--- config.mk ---
export PLATFORM = sky130hd
export DESIGN_NAME = uart_str_tx
export DESIGN_NICKNAME = d
export VERILOG_FILES = /design/src/rtl/uart_pkg.sv /design/src/rtl/uart_baud_tick.sv /design/src/rtl/uart_str_tx.sv
export SDC_FILE = /design/constraint.sdc
export NUM_CORES = 1
export LEC_CHECK = 0
export BUFFER_PORTS_ARGS = -buffer_cell sky130_fd_sc_hd__buf_2
export CORE_MARGIN = 2
export CORE_UTILIZATION = 49
export DETAILED_ROUTE_END_ITERATION = 10
export PLACE_DENSITY = 0.72
export SLEW_MARGIN = 5
export SYNTH_ARGS = -nofsm -noshare
export SYNTH_HDL_FRONTEND = slang
export SYNTH_HIERARCHICAL = 1
export SYNTH_SLANG_ARGS = --single-unit
export TNS_END_PERCENT = 30
--- constraint.sdc ---
create_clock -name clk -period 2.8 [get_ports clk]
set_input_delay 0.56 -clock clk [delete_from_list [all_inputs] [get_ports clk]]
set_output_delay 0.56 -clock clk [all_outputs]
set_load 0.1 [all_outputs]
--- src/rtl/uart_pkg.sv ---
// Shared types and helpers for the string UART transmitter.
// UART_STR_TX_PARITY_EN adds the even-parity state to the encoding.
package uart_pkg;

    localparam int CLKS_PER_BIT_DEF = 104;

`ifdef UART_STR_TX_PARITY_EN
    typedef enum logic [2:0] {
        IDLE, FETCH, LATCH, START, DATA, STOP, FIN, PARITY
    } state_t;
`else
    typedef enum logic [2:0] {
        IDLE, FETCH, LATCH, START, DATA, STOP, FIN
    } state_t;
`endif

    // Floor of log2(v); returns 0 for v <= 1.
    function automatic int flog2(input int v);
        int r;
        r = 0;
        for (int i = 0; i < 31; i++) begin
            if (v >= (1 << i)) r = i;
        end
        return r;
    endfunction

endpackage

--- src/rtl/uart_baud_tick.sv ---
// Bit-period counter: one-cycle tick on the last cycle of each UART bit,
// restarted from zero by clr.
module uart_baud_tick
    import uart_pkg::*;
#(
    parameter int CLKS_PER_BIT = CLKS_PER_BIT_DEF
) (
    input  logic clk,
    input  logic rst,
    input  logic clr,
    output logic tick
);
    localparam int CW = flog2(CLKS_PER_BIT - 1) + 1;
    localparam logic [CW-1:0] LAST = CW'(CLKS_PER_BIT - 1);

    logic [CW-1:0] cnt_q, cnt_d;

    always_comb begin
        cnt_d = cnt_q + CW'(1);
        if (clr || cnt_q == LAST) cnt_d = '0;
    end

    always_ff @(posedge clk) begin
        if (rst) cnt_q <= '0;
        else     cnt_q <= cnt_d;
    end

    assign tick = (cnt_q == LAST);

endmodule

--- src/rtl/uart_str_tx.sv ---
// Sends a string of len characters from an external BRAM over a UART line.
// Define UART_STR_TX_PARITY_EN for 8E1 framing; default build is 8N1.
module uart_str_tx
    import uart_pkg::*;
#(
    parameter int WIDTH        = 8,
    parameter int LEN          = 256,
    parameter int TXSTR_BASE   = LEN / 2,
    parameter int CLKS_PER_BIT = CLKS_PER_BIT_DEF,
    localparam int AW          = flog2(LEN - 1) + 1
) (
    input  logic             clk,
    input  logic             rst,
    input  logic             start,
    input  logic [AW-1:0]    len,
    output logic [AW-1:0]    addr,
    input  logic [WIDTH-1:0] dout,
    output logic             TX,
    output logic             busy,
    output logic             done
);
    localparam int BW = flog2(WIDTH - 1) + 1;
    localparam logic [AW-1:0] BASE      = AW'(TXSTR_BASE % LEN);
    localparam logic [AW-1:0] ADDR_LAST = AW'(LEN - 1);
    localparam logic [BW-1:0] BIT_LAST  = BW'(WIDTH - 1);

    state_t           state_q, state_d;
    logic [AW-1:0]    len_q, len_d;
    logic [AW-1:0]    idx_q, idx_d;
    logic [AW-1:0]    addr_q, addr_d;
    logic [WIDTH-1:0] shift_q, shift_d;
    logic [BW-1:0]    bit_q, bit_d;
    logic             tx_q, tx_d;
    logic             busy_q, busy_d;
    logic             done_q, done_d;
    logic [AW:0]      idx_nxt;
    logic             tick;
    logic             clr;
`ifdef UART_STR_TX_PARITY_EN
    logic             par_q, par_d;
`endif

    assign idx_nxt = {1'b0, idx_q} + (AW+1)'(1);

    always_comb begin
        state_d = state_q;
        len_d   = len_q;
        idx_d   = idx_q;
        addr_d  = addr_q;
        shift_d = shift_q;
        bit_d   = bit_q;
`ifdef UART_STR_TX_PARITY_EN
        par_d   = par_q;
`endif
        case (state_q)
            IDLE: begin
                if (start) begin
                    if (len != '0) begin
                        len_d   = len;
                        idx_d   = '0;
                        addr_d  = BASE;
                        state_d = FETCH;
                    end else begin
                        state_d = FIN;
                    end
                end
            end
            FETCH: state_d = LATCH;
            LATCH: begin
                shift_d = dout;
`ifdef UART_STR_TX_PARITY_EN
                par_d   = ^dout;
`endif
                state_d = START;
            end
            START: begin
                if (tick) begin
                    bit_d   = '0;
                    state_d = DATA;
                end
            end
            DATA: begin
                if (tick) begin
                    shift_d = shift_q >> 1;
                    if (bit_q == BIT_LAST) begin
`ifdef UART_STR_TX_PARITY_EN
                        state_d = PARITY;
`else
                        state_d = STOP;
`endif
                    end else begin
                        bit_d = bit_q + BW'(1);
                    end
                end
            end
`ifdef UART_STR_TX_PARITY_EN
            PARITY: if (tick) state_d = STOP;
`endif
            STOP: begin
                if (tick) begin
                    if (idx_nxt < {1'b0, len_q}) begin
                        idx_d   = idx_nxt[AW-1:0];
                        addr_d  = (addr_q == ADDR_LAST) ? '0 : addr_q + AW'(1);
                        state_d = FETCH;
                    end else begin
                        state_d = FIN;
                    end
                end
            end
            FIN:     state_d = IDLE;
            default: state_d = IDLE;
        endcase

        // Line level follows the state being entered so TX changes with the state.
        case (state_d)
            START:   tx_d = 1'b0;
            DATA:    tx_d = shift_d[0];
`ifdef UART_STR_TX_PARITY_EN
            PARITY:  tx_d = par_q;
`endif
            default: tx_d = 1'b1;
        endcase

        busy_d = (state_d != IDLE);
        done_d = (state_q == FIN);
    end

    assign clr = (state_d != state_q);

    uart_baud_tick #(
        .CLKS_PER_BIT(CLKS_PER_BIT)
    ) u_baud (
        .clk  (clk),
        .rst  (rst),
        .clr  (clr),
        .tick (tick)
    );

    always_ff @(posedge clk) begin
        if (rst) begin
            state_q <= IDLE;
            len_q   <= '0;
            idx_q   <= '0;
            addr_q  <= '0;
            shift_q <= '0;
            bit_q   <= '0;
            tx_q    <= 1'b1;
            busy_q  <= 1'b0;
            done_q  <= 1'b0;
`ifdef UART_STR_TX_PARITY_EN
            par_q   <= 1'b0;
`endif
        end else begin
            state_q <= state_d;
            len_q   <= len_d;
            idx_q   <= idx_d;
            addr_q  <= addr_d;
            shift_q <= shift_d;
            bit_q   <= bit_d;
            tx_q    <= tx_d;
            busy_q  <= busy_d;
            done_q  <= done_d;
`ifdef UART_STR_TX_PARITY_EN
            par_q   <= par_d;
`endif
        end
    end

    assign addr = addr_q;
    assign TX   = tx_q;
    assign busy = busy_q;
    assign done = done_q;

endmodule

======== Word-level counts from Yosys, hierarchy flattened ========
Cells that the tools add are included.
operators by class
  reduce and logical (&&, ||, !) cells .... 12
  shift operators ......................... 0
  equality and inequality tests ........... 19
  add/sub/neg operators ................... 4
  multipliers ............................. 0
  divide/modulo/power cells ............... 0
  bitwise gates (word level) .............. 0
  muxes and demuxes ....................... 26
  order comparisons ....................... 1
operator list
  cell                                                  number
  two-way mux 8 bit                                     10
  case mux 8 bit (2 select lines)                       3
  two-way mux 3 bit                                     10
  case mux 3 bit (6 select lines)                       1
  equality test 3 bit (second input constant)           5
  != test 2 bit (second input constant)                 7
  adder 8 x 1 -> 9 bit (second input constant)          1
  equality test 3 x 2 -> 1 bit (second input constant)  3
  < comparator 9 x 8 -> 1 bit                           1
  adder 8 x 1 -> 8 bit (second input constant)          1
  equality test 8 bit (second input constant)           1
  nonzero test 8 bit                                    1
  adder 7 x 1 -> 7 bit (second input constant)          1
  equality test 7 bit (second input constant)           1
  case mux 3 bit (2 select lines)                       1
  nonzero test 2 bit                                    3
  AND reduction 5 bit                                   1
  AND reduction 4 bit                                   1
  adder 3 x 1 -> 3 bit (second input constant)          1
  equality test 3 x 1 -> 1 bit (second input constant)  1
  logical NOT 3 bit                                     1
  != test 3 bit                                         1
  AND reduction 3 bit                                   1
  nonzero test 3 bit                                    1
  other kinds (4)                                       4
storage, ports and cells
  output and inout bits ................... 11
  memories ................................ 0
  RAM bits ................................ 0
  word-level logic and storage cells ...... 73
  latch bits .............................. 0
  register bits ........................... 48
  memory bits (read-only) ................. 0

======== Logic depth before layout (Yosys ltp) ========
Gate-level depths: netlist of the first run.
  depth after elaboration ................. 8
  depth in mapped cells ................... 16
  mapped depth without buffers ............ 15

======== Modules after synthesis ========
Netlist of the first run, hierarchy kept.
modules (own cells, without submodules)
  module          cells an instance  instances  area each (sq um)  sequential area each (sq um)
  uart_str_tx     270                1          2154.6             820.8
  uart_baud_tick  34                 1          311.5              140.1

======== Worst setup path after synthesis of the first run ========
OpenSTA, ideal clock, no wires.
  kind .................................... register to register
  from .................................... register idx_q[0]
  to ...................................... register u_baud.cnt_q[5]
  slack ................................... -0.119 ns
  arrival ................................. 2.849 ns
  path buffers ............................ 1
  clock period less this slack ............ 2.919 ns
  stages on the path, launching flop included .. 17
  required time ........................... 2.730 ns
  path through ............................ dfxtp_1 ha_1 and3_1 buf_6 nand3_1 xnor2_1 ha_1 nand3_1 a211oi_1 nor4_4 and3_4 nor2_1 xnor2_1 o211ai_1 nor2_1 o21ai_2 a21oi_1
on the way
  cells in the longest elaborated chain, start to end .. 8
ends and longest elaborated chain
  what                             RTL line              text
  start, declared                  uart_str_tx.sv:29     logic [AW-1:0] idx_q, idx_d;
  start signal, assigned           uart_str_tx.sv:156    idx_q <= idx_d;
  adder 8 x 1 -> 9 bit             uart_str_tx.sv:43     assign idx_nxt = {1'b0, idx_q} + (AW+1)'(1);
  < comparator 9 x 8 -> 1 bit      uart_str_tx.sv:101    if (idx_nxt < {1'b0, len_q}) begin
  two-way mux 3 bit                uart_str_tx.sv:101
  two-way mux 3 bit                uart_str_tx.sv:100    if (tick) begin
  case mux 3 bit (6 select lines)  uart_str_tx.sv:55     case (state_q)
  != test 3 bit                    uart_str_tx.sv:128    assign clr = (state_d != state_q);
  named net clr                    uart_str_tx.sv:38     logic clr;
  logical OR 1 bit                 uart_baud_tick.sv:20  if (clr || cnt_q == LAST) cnt_d = '0;
  OR reduction 2 bit (no line)     n/a
  end signal, assigned             uart_baud_tick.sv:25  else cnt_q <= cnt_d;
  end, declared                    uart_baud_tick.sv:16  logic [CW-1:0] cnt_q, cnt_d;
The timed path passes the listed nets, and every way through them passes these cells.
A chain may end at the register's enable or synchronous reset.

======== Final worst setup path of the first run ========
  from .................................... register idx_q[0]
  to ...................................... register addr_q[3], in the netlist addr[3]
on the way
  cells in the longest elaborated chain, start to end .. 4
ends and longest elaborated chain
  what                           RTL line            text
  adder 8 x 1 -> 9 bit           uart_str_tx.sv:43
  < comparator 9 x 8 -> 1 bit    uart_str_tx.sv:101
  != test 2 bit (no line)        n/a
  AND reduction 5 bit (no line)  n/a
  end signal, assigned           uart_str_tx.sv:157  addr_q <= addr_d;
  end, declared                  uart_str_tx.sv:30   logic [AW-1:0] addr_q, addr_d;
Every way passes these cells.

==> results of run 1 <==
## power by group
| group | switching [mW] | internal, mW | leakage (nW) |
|---|---|---|---|
| registers | 0.0192 | 0.709 | 0.392 |
| clock network | 0.236 | 0.264 | 0.0541 |
| logic | 0.150 | 0.0997 | 0.767 |
## layout by cell type (no fill, tap or decap), types with 7 or more instances in the layout
cell type / netlist / layout
ha_1: 12 / 11
nand2_1: 44 / 44
inv_1: 17 / 17
nand3_1: 13 / 11
nor2_1: 25 / 22
buf_4: 0 / 23
a22oi_1: 10 / 10
o21ai_0: 12 / 12
a21oi_1: 36 / 33
or3_1: 8 / 7
dfxtp_1: 48 / 44
buf_2: 1 / 29
## flip-flops by register name, summed over array words and instances, names as in the netlist
signal / flops
done: 1
state_q: 3
u_baud/cnt_q: 7
busy: 1
shift_q: 8
TX: 1
addr: 8
len_q: 8
idx_q: 8
bit_q: 3
## layer usage
layer | track usage, % | up-vias | share of wire, %
met1 | 24.88 | 1068 | 47
met2 | 34.60 | 44 | 49
li1 | - | 1183 | -
met4 | 5.952 | 0 | 1.2
met3 | 3.748 | 7 | 3.6
met5 | 0 | - | 0
## cell families (layout without fill, tap and decap cells)
group                      count (synthesis)  in the layout  share of synthesized area, %
xor gates and xnor gates                  10             10                         3.551
AOI/OAI and AO/OA                         81             81                         20.80
and+or+nand+nor                          125            125                         25.98
DFF                                       48             48                         38.96
buffers and inverters                     28             79                         4.617
adders and majority gates                 12             12                         6.088
## worst max path at each step
stage,to,slack (ns),depth (start not counted),from
after floorplan,addr[5],0.04,13,idx_q[0]
after global placement,addr[5],0.04,12,idx_q[1]
after detailed placement,u_baud/cnt_q[5],-0.09,15,idx_q[1]
after CTS,addr[3],-0.03,11,idx_q[1]
after global routing,u_baud/cnt_q[5],-0.16,15,idx_q[1]
final,addr[3],-0.01,12,idx_q[0]
## worst max-delay path, cell delays in order (launching register included)
cell     delay, ns
dfxtp_2       0.37
ha_4          0.13
and3_4        0.21
nand3_4       0.09
xnor2_2       0.15
ha_1          0.30
a21oi_2       0.14
nor2b_2       0.06
nor4_4        0.25
and3_4        0.28
o22ai_4       0.10
or4b_1        0.50
a21oi_1       0.16
## area by class of cell
| type | instances | area [um2] | share of cell area (%) |
|---|---|---|---|
| inverters | 17 | 63.81 | 2.067 |
| well taps | 67 | 83.83 | 2.716 |
| flip-flops and latches | 48 | 968.4 | 31.37 |
| clock buffers | 5 | 68.82 | 2.229 |
| clock inverters | 3 | 42.54 | 1.378 |
| repair buffers | 54 | 340.3 | 11.03 |
| multi-input cells | 228 | 1519 | 49.21 |
## metrics by stage
| stage | instances | TNS (ns) | hold slack (ns) | cell area, um2 | setup slack (ns) |
|---|---|---|---|---|---|
| floorplan | 304 | 0 | 0.4175 | 2486 | 0.04126 |
| global placement | 410 | 0 | 0.4331 | 2823 | 0.04000 |
| detailed placement | 410 | -0.4406 | 0.4452 | 2823 | -0.09019 |
| CTS | 418 | -0.05971 | 0.4619 | 2959 | -0.02845 |
| global route | 422 | -1.107 | 0.4823 | 3087 | -0.1575 |
| finish | 422 | -0.009907 | 0.4414 | 3087 | -0.009907 |
## what timing repair did
action / CTS / global route
setup buffers: 0 / 4
gates resized for setup: 9 / 21
setup endpoints to repair: 13 / 24
pin swaps: 10 / 20
==> key figures, run 1 <==
Outcome
  • Status: finished, violations left
  • Failing checks: setup timing

Clock tree
  • Cts bufs inserted: 5
  • Clock root buffer: clkbuf_8
  • Clk_lat worst skew: 0.30 ns
  • Clock slew at reported path FFs: 0.09 ns
  • CTS Sinks: between 40 and 50
  • Max Root-Sink Buffers: 2
  • Clock H-tree levels: 2
  • CTS hold repair buffers: 0
  • CTS tree: done

Final layout
  • Core Util, Final: ~64%
  • # diodes: 0
  • Layout cell share with drive strength beyond 1: 26.48%
  • Post-layout nets: a little under 400
  • Area grow syn2layout: 25.16%
  • FILL cells: 437

Global route
  • Largest net degree at the start of global routing: 29
  • Total grt overflow: 0
  • Global-route wire length before repair: about 8700 um
  • Overall Global Routing Usage: between 10% and 20%
  • Number of antenna violations at the first check in global routing: 0
  • Number of global-route vias before repair: between 2000 and 2500

Hold path
  • Hold Startpoint: u_baud/cnt_q[0]
  • Min-Delay Path Depth: 1
  • Hold Crit Class: reg2reg
  • Sink of the worst hold path: u_baud/cnt_q[0]

Power
  • Worst vdd ir: around 270 uV
  • Total power: 1.478 mW
  • Pwr dens: about 480 mW/mm2
  • Leakage power: 1.213 nW

Timing
  • Crit path time final: between 2 and 3 ns
  • Setup repair after global routing missed its margin: yes
  • # setup viols final: 1
  • Final Hold Viols: 0
  • Clk_skew: between 0.008 and 0.009 ns
  • Highest Clock Rate: between 0.3 and 0.4 GHz
  • Tightest Pin Transition: between 0.5 and 0.6 ns
  • Final worst path period share: 100.4%
  • Slew Viols, Final: 0
  • Worst relative slew slack: ~65%
  • PnR worst setup slack: -0.009907 ns

Die
  • Starting Density: ~52%
  • FP Rows: 25
  • Die area: around 0.0056 mm2
  • Die H: between 70 and 80 um
  • I/O pin count: 30
  • Area of the core: between 0.004 and 0.005 mm2
  • Die width: 74.94 um

Yosys
  • Share of the synthesized area in the top cell type: 38.96%
  • Synthesized netlist cell count: 304
  • Synth Flop Type: dfxtp_1
  • Synth warn: 6
  • Mapped cell area: 0.002466 mm2
  • Most frequent cells after synthesis: dfxtp_1, nand2_1, a21oi_1
  • Post-synthesis sequential area ratio: approximately two fifths
  • Yosys top cell by area: dfxtp_1
  • Post-synth ARST share: 0%
  • Yosys reg bits: 48
  • Count leader, synth: dfxtp_1
  • Synth top area cells: dfxtp_1, a21oi_1, nand2_1
  • Syn_area_per_cell: ~8.1 um2
  • Cell variety after synth: 50
  • Syn nets: 335
  • Post-synth EDFFs: 0

Worst setup path
  • R2r startpoint: idx_q[0]
  • Setup crit end kind: flop
  • FF-to-FF End: addr[3]
  • Critical path launch point type: flop
  • Critical Path Fanout Max: 6
  • Critical Path AT: between 3 and 4 ns
  • R2R depth: 12
  • WP data required: between 3 and 4 ns
  • FF-to-FF setup slack: -0.01 ns
  • Crit Path Class: reg2reg

Placement
  • Port bufs: 29
  • Routability Congestion: between 0.8 and 0.9
  • HPWL Detailed: just under 4000 um

Drt
  • DRC: 0
  • Routed WL: between 5000 and 6000 um
  • Number of vias per cell: around 5.5
  • Via count: roughly 2300
  • 1st-pass router iterations: 5
  • Wire per inst: 13.09 um
  • ANT nets after route: 0
  • DRT iter0 DRCs: between 100 and 150

Job
  • Max_cap viols: 0
Power figures use the tool's default switching activity.
==> run 2: changes to the inputs <==
Settings changed: MAX_ROUTING_LAYER set to met4.
==> run 2 against run 1 <==
Net effect: the flow still finishes with violations (setup timing); global-route usage rose by 0.62 points; clock-buffer cell count is the same; wire length decreased by 0.24%; clock skew decreased by 0.0022 ns; utilization unchanged; largest cell class unchanged; critical path depth is the same; worst setup slack got worse by 0.010 ns; design area stayed put; first-iteration DRC count decreased by 14%.
==> key figures, run 2 (synthesis gave the netlist of run 1 again) <==
Worst setup path
  • WP data required: between 3 and 4 ns
  • Worst-path cell chain: ha_4, and3_4, nand3_4, xnor2_2, ha_1, a21oi_2, nor2b_2, nor4_4, and3_4, o22ai_4, or4b_1, a21oi_1
  • Setup crit end kind: flop
  • CP most frequent cell: and3_4
  • Critical Path Fanout Max: 6
  • Slowest cell on crit path: or4b_1
  • Top Family by Delay on Critical Path: simple AND/OR/NAND/NOR gates
  • Critical path launch point type: flop
  • Crit-path max cell delay: roughly 0.50 ns
  • FF-to-FF setup slack: -0.02 ns
  • Critical Path AT: approximately 3.1 ns
  • Buffers plus inverters on the worst setup path: 0
  • Crit Path Class: reg2reg

Timing
  • Setup repair after global routing missed its margin: yes
  • Highest Clock Rate: around 0.35 GHz
  • Min Hold Slack: ~0.46 ns
  • Crit path time final: 2.820 ns
  • Final Hold Viols: 0
  • Tightest Pin Transition: about 0.54 ns
  • Total negative slack: -0.01991 ns
  • # setup viols final: 1
  • Slew Viols, Final: 0
  • PnR worst setup slack: -0.01991 ns
  • Clk_skew: 0.005973 ns
  • Final worst path period share: 100.7%
  • Worst relative slew slack: around 64%

Final layout
  • Layout cell share with drive strength beyond 1: roughly a quarter
  • FILL cells: around 440
  • # diodes: 0
  • Core Util, Final: between 60% and 70%
  • Reg area: ~970 um2
  • Post-layout nets: 385
  • Commonest non-fill, non-tap cells in the layout: dfxtp_1, nand2_1, a21oi_1
  • Design area: 0.003087 mm2
  • Multi-input gate area: 0.001519 mm2
  • Area grow syn2layout: 25.16%
  • Finished Layout Cells: between 400 and 500

Placement
  • Cell total after placement: 410
  • Port bufs: 29
  • HPWL Detailed: roughly 4000 um
  • Routability Congestion: 0.8215
  • DP Area: 0.002823 mm2
  • Worst slack, placed: -0.09019 ns

Drt
  • DRT iter0 DRCs: around 110
  • 1st-pass router iterations: 4
  • ANT nets after route: 0
  • Via count: between 2000 and 2500
  • Wire per inst: approximately 13 um
  • Routed WL: about 5500 um
  • Number of vias per cell: about 5.5
  • DRC: 0

Global route
  • Number of global-route vias before repair: roughly 2000
  • Largest net degree at the start of global routing: 29
  • Number of antenna violations at the first check in global routing: 0
  • Total grt overflow: 0
  • Global-route wire length before repair: ~8700 um
  • Overall Global Routing Usage: ~20%

Clock tree
  • CTS hold repair buffers: 0
  • Cts bufs inserted: 5
  • Max Root-Sink Buffers: 2
  • Clock slew at reported path FFs: 0.09 ns
  • Clock root buffer: clkbuf_8
  • CTS tree: done
  • CTS Sinks: 48
  • Clk_lat worst skew: about 0.30 ns
  • Clock H-tree levels: 2

Die
  • Area of the core: between 0.004 and 0.005 mm2
  • Starting Density: slightly above 50%
  • I/O pin count: 30
  • FP Rows: 25
  • Die area: between 0.005 and 0.006 mm2
  • Die width: between 70 and 80 um
  • Die H: ~75 um

Power
  • Total power: 1.476 mW
  • Worst vdd ir: 270.1 uV
  • Pwr dens: 478.2 mW/mm2
  • Leakage power: ~1.2 nW

Outcome
  • Status: finished, violations left
  • Failing checks: setup timing

Job
  • Max_cap viols: 0

Hold path
  • Hold Crit Class: reg2reg
==> run 2: area by class of cell <==
cell class | instances | area share (%)
clock buffers | 5 | 2.229
clock inverters | 3 | 1.378
inverters | 17 | 2.067
multi-input cells | 228 | 49.21
flip-flops and latches | 48 | 31.37
well taps | 67 | 2.716
repair buffers | 54 | 11.03
==> run 2: power by group <==
| part | switching, mW | internal, mW |
|---|---|---|
| Sequential | 0.0189 | 0.709 |
| Clock | 0.234 | 0.264 |
| Combinational | 0.150 | 0.0995 |
==> run 2: worst reg2reg max path, stage by stage (launching register included) <==
cell and delay [ns]:
dfxtp_2 0.37, ha_4 0.13, and3_4 0.21, nand3_4 0.09, xnor2_2 0.15, ha_1 0.31
a21oi_2 0.14, nor2b_2 0.06, nor4_4 0.25, and3_4 0.28, o22ai_4 0.10, or4b_1 0.50
a21oi_1 0.16
==> run 2: worst paths after layout <==
kind / from / cells past startpoint / endpoint
worst max-delay path: idx_q[0] / 12 / addr[3]
worst min-delay path: u_baud/cnt_q[0] / 1 / u_baud/cnt_q[0]
worst max register to register: idx_q[0] / 12 / addr[3]
worst min register to register: u_baud/cnt_q[0] / 1 / u_baud/cnt_q[0]
==> run 2: what timing repair did <==
item                                    CTS  global route
endpoints found under the setup margin   13            24
cloned                                    0             0
setup buffers                             0             4
pin swaps                                10            19
gates resized for setup                   9            21
==> run 2: routing by layer <==
layer / track usage [%] / vias up / part of all wire [%]
met1: 24.79 / 1070 / 46
met5: - / - / 0
met4: 5.952 / 0 / 1.2
met3: 3.748 / 7 / 3.6
met2: 34.70 / 43 / 49
li1: - / 1182 / -
==> run 3: changes to the inputs <==
Settings changed: CTS_BUF_LIST set to sky130_fd_sc_hd__clkbuf_4.
==> run 3 against run 2 <==
Net effect: the run still ends with setup timing left; clock power down 18%; flip-flop and latch count unchanged; register-to-register slack worse by 0.03 ns; power down 5.9%; maximum frequency down 1.1%; largest cell class unchanged; via count down 0.61%; worst setup slack worse by 0.031 ns.
==> key figures, run 3 (synthesis gave the netlist of run 1 again) <==
Die
  • Starting Density: around half
  • Die area: about 0.0056 mm2
  • Die width: ~75 um
  • Die H: about 75 um
  • I/O pin count: 30
  • FP Rows: 25
  • Area of the core: ~0.0048 mm2

Global route
  • Total grt overflow: 0
  • Grt met1 use: around 25%
  • Overall Global Routing Usage: between 20% and 30%
  • Number of global-route vias before repair: just over 2000
  • Number of antenna violations at the first check in global routing: 0
  • GR Layer Usage met3: about 4.4%
  • Global-route wire length before repair: 8756 um
  • Largest net degree at the start of global routing: 29
  • GR peak layer: met2
  • Met2 usage: a little over a third

Clock tree
  • Clock H-tree levels: 2
  • Cts bufs inserted: 5
  • Clock slew at reported path FFs: 0.14 ns
  • Clk_lat worst skew: roughly 0.36 ns
  • CTS tree: done
  • CTS Sinks: 48
  • Max Root-Sink Buffers: 2
  • Clock root buffer: clkbuf_4

Timing
  • # setup viols final: 1
  • Tightest Pin Transition: between 0.5 and 0.6 ns
  • Min Hold Slack: 0.4226 ns
  • Worst relative slew slack: roughly 64%
  • Clk_skew: roughly 0.0084 ns
  • Final Hold Viols: 0
  • Crit path time final: 2.851 ns
  • Slew Viols, Final: 0
  • PnR worst setup slack: -0.05077 ns
  • Final worst path period share: 101.8%
  • Highest Clock Rate: roughly 0.35 GHz
  • Setup repair after global routing missed its margin: yes

Outcome
  • Failing checks: setup timing
  • Status: finished, violations left

Job
  • Max_cap viols: 0

Placement
  • Worst slack, placed: -0.09019 ns
  • Routability Congestion: just over 0.8
  • HPWL Detailed: roughly 4000 um
  • Port bufs: 29

Drt
  • Number of vias per cell: between 5 and 6
  • Via count: around 2300
  • Wire per inst: ~13 um
  • DRT iter0 DRCs: approximately 110
  • DRC: 0
  • 1st-pass router iterations: 4
  • ANT nets after route: 0
  • Routed WL: 5491 um

Worst setup path
  • Critical Path Fanout Max: 6
  • WP data required: 3.10 ns
  • FF-to-FF setup slack: -0.05 ns
  • Critical Path AT: approximately 3.2 ns
  • R2r startpoint: idx_q[0]
  • Critical path launch point type: flop
  • R2R depth: 12
  • Setup crit end kind: flop
  • Crit Path Class: reg2reg
  • FF-to-FF End: addr[3]

Power
  • Leakage power: ~1.2 nW
  • Pwr dens: ~460 mW/mm2
  • Worst vdd ir: roughly 260 uV

Final layout
  • # diodes: 0
  • Post-layout nets: 385
  • Layout cell share with drive strength beyond 1: about a quarter
  • Area grow syn2layout: 23.59%
  • Commonest non-fill, non-tap cells in the layout: dfxtp_1, nand2_1, a21oi_1

Hold path
  • Sink of the worst hold path: shift_q[7]
  • Min-Delay Path Depth: 3
  • Hold Startpoint: dout[7]
  • Hold Crit Class: in2reg
## run 3: changes by cell type in the layout (fill, tap and decap cells not counted)
cell / before / now
o21ai_1: 0 / 1
or4_1: 3 / 4
a21oi_1: 33 / 34
clkbuf_4: 0 / 5
a21oi_2: 3 / 2
or4_4: 1 / 0
o21ai_0: 12 / 11
clkbuf_8: 5 / 0
## run 3: what timing repair did
item / 4_1_cts / 5_1_grt
gates cloned: 0 / 0
pin swaps: 10 / 17
resized for setup: 9 / 20
setup buffers: 0 / 4
hold buffers: 0 / 0
endpoints found under the setup margin: 13 / 24
## run 3: worst max-delay path by stage
stage	startpoint	endpoint
floorplan	idx_q[0]	addr[5]
global route	idx_q[1]	u_baud/cnt_q[5]
CTS	idx_q[1]	addr[3]
global placement	idx_q[1]	addr[5]
detailed placement	idx_q[1]	u_baud/cnt_q[5]
finish	idx_q[0]	addr[3]
## run 3: metal layers
metal | share of wire [%] | routed length (um) | vias up
li1 | - | - | 1182
met1 | 47 | 2558 | 1068
met2 | 49 | 2688 | 33
met3 | 3.4 | 188 | 5
met4 | 1.0 | 55 | 0
met5 | 0 | 0 | -
## run 3: report_power, final
part           total (mW)  internal [mW]  switching [mW]  leakage, nW
sequential          0.729          0.710          0.0192        0.392
clock               0.411          0.186           0.225       0.0412
combinational       0.249         0.0993           0.150        0.766
total                1.39          0.996           0.394         1.20
## run 3: cell type report
class	count	area, um2
Clock buffer	5	37.54
Sequential cell	48	968.4
Tap cell	67	83.83
Timing Repair Buffer	54	340.3
Clock inverter	3	42.54
Multi-Input combinational cell	228	1511
Inverter	17	63.81
Fill cell	443	1738
## run 3: critical path: stages (launching register included)
cell	delay, ns
dfxtp_2	0.39
ha_4	0.13
and3_4	0.21
nand3_4	0.09
xnor2_2	0.15
ha_1	0.31
a21oi_2	0.15
nor2b_2	0.06
nor4_4	0.25
and3_4	0.28
o22ai_4	0.10
or4b_1	0.50
a21oi_1	0.17
## run 3: per-stage QoR
stage	cells	util, %	instance area, um2	setup TNS (ns)	power, mW
finish	422	63.69	3048	-0.05077	1.390
global route	422	63.69	3048	-1.364	1.450
CTS	418	61.18	2928	-0.1136	1.385
detailed placement	410	58.98	2823	-0.4406	0.9766
global placement	410	58.98	2823	0	0.9731
floorplan	304	-	2486	0	0.9014
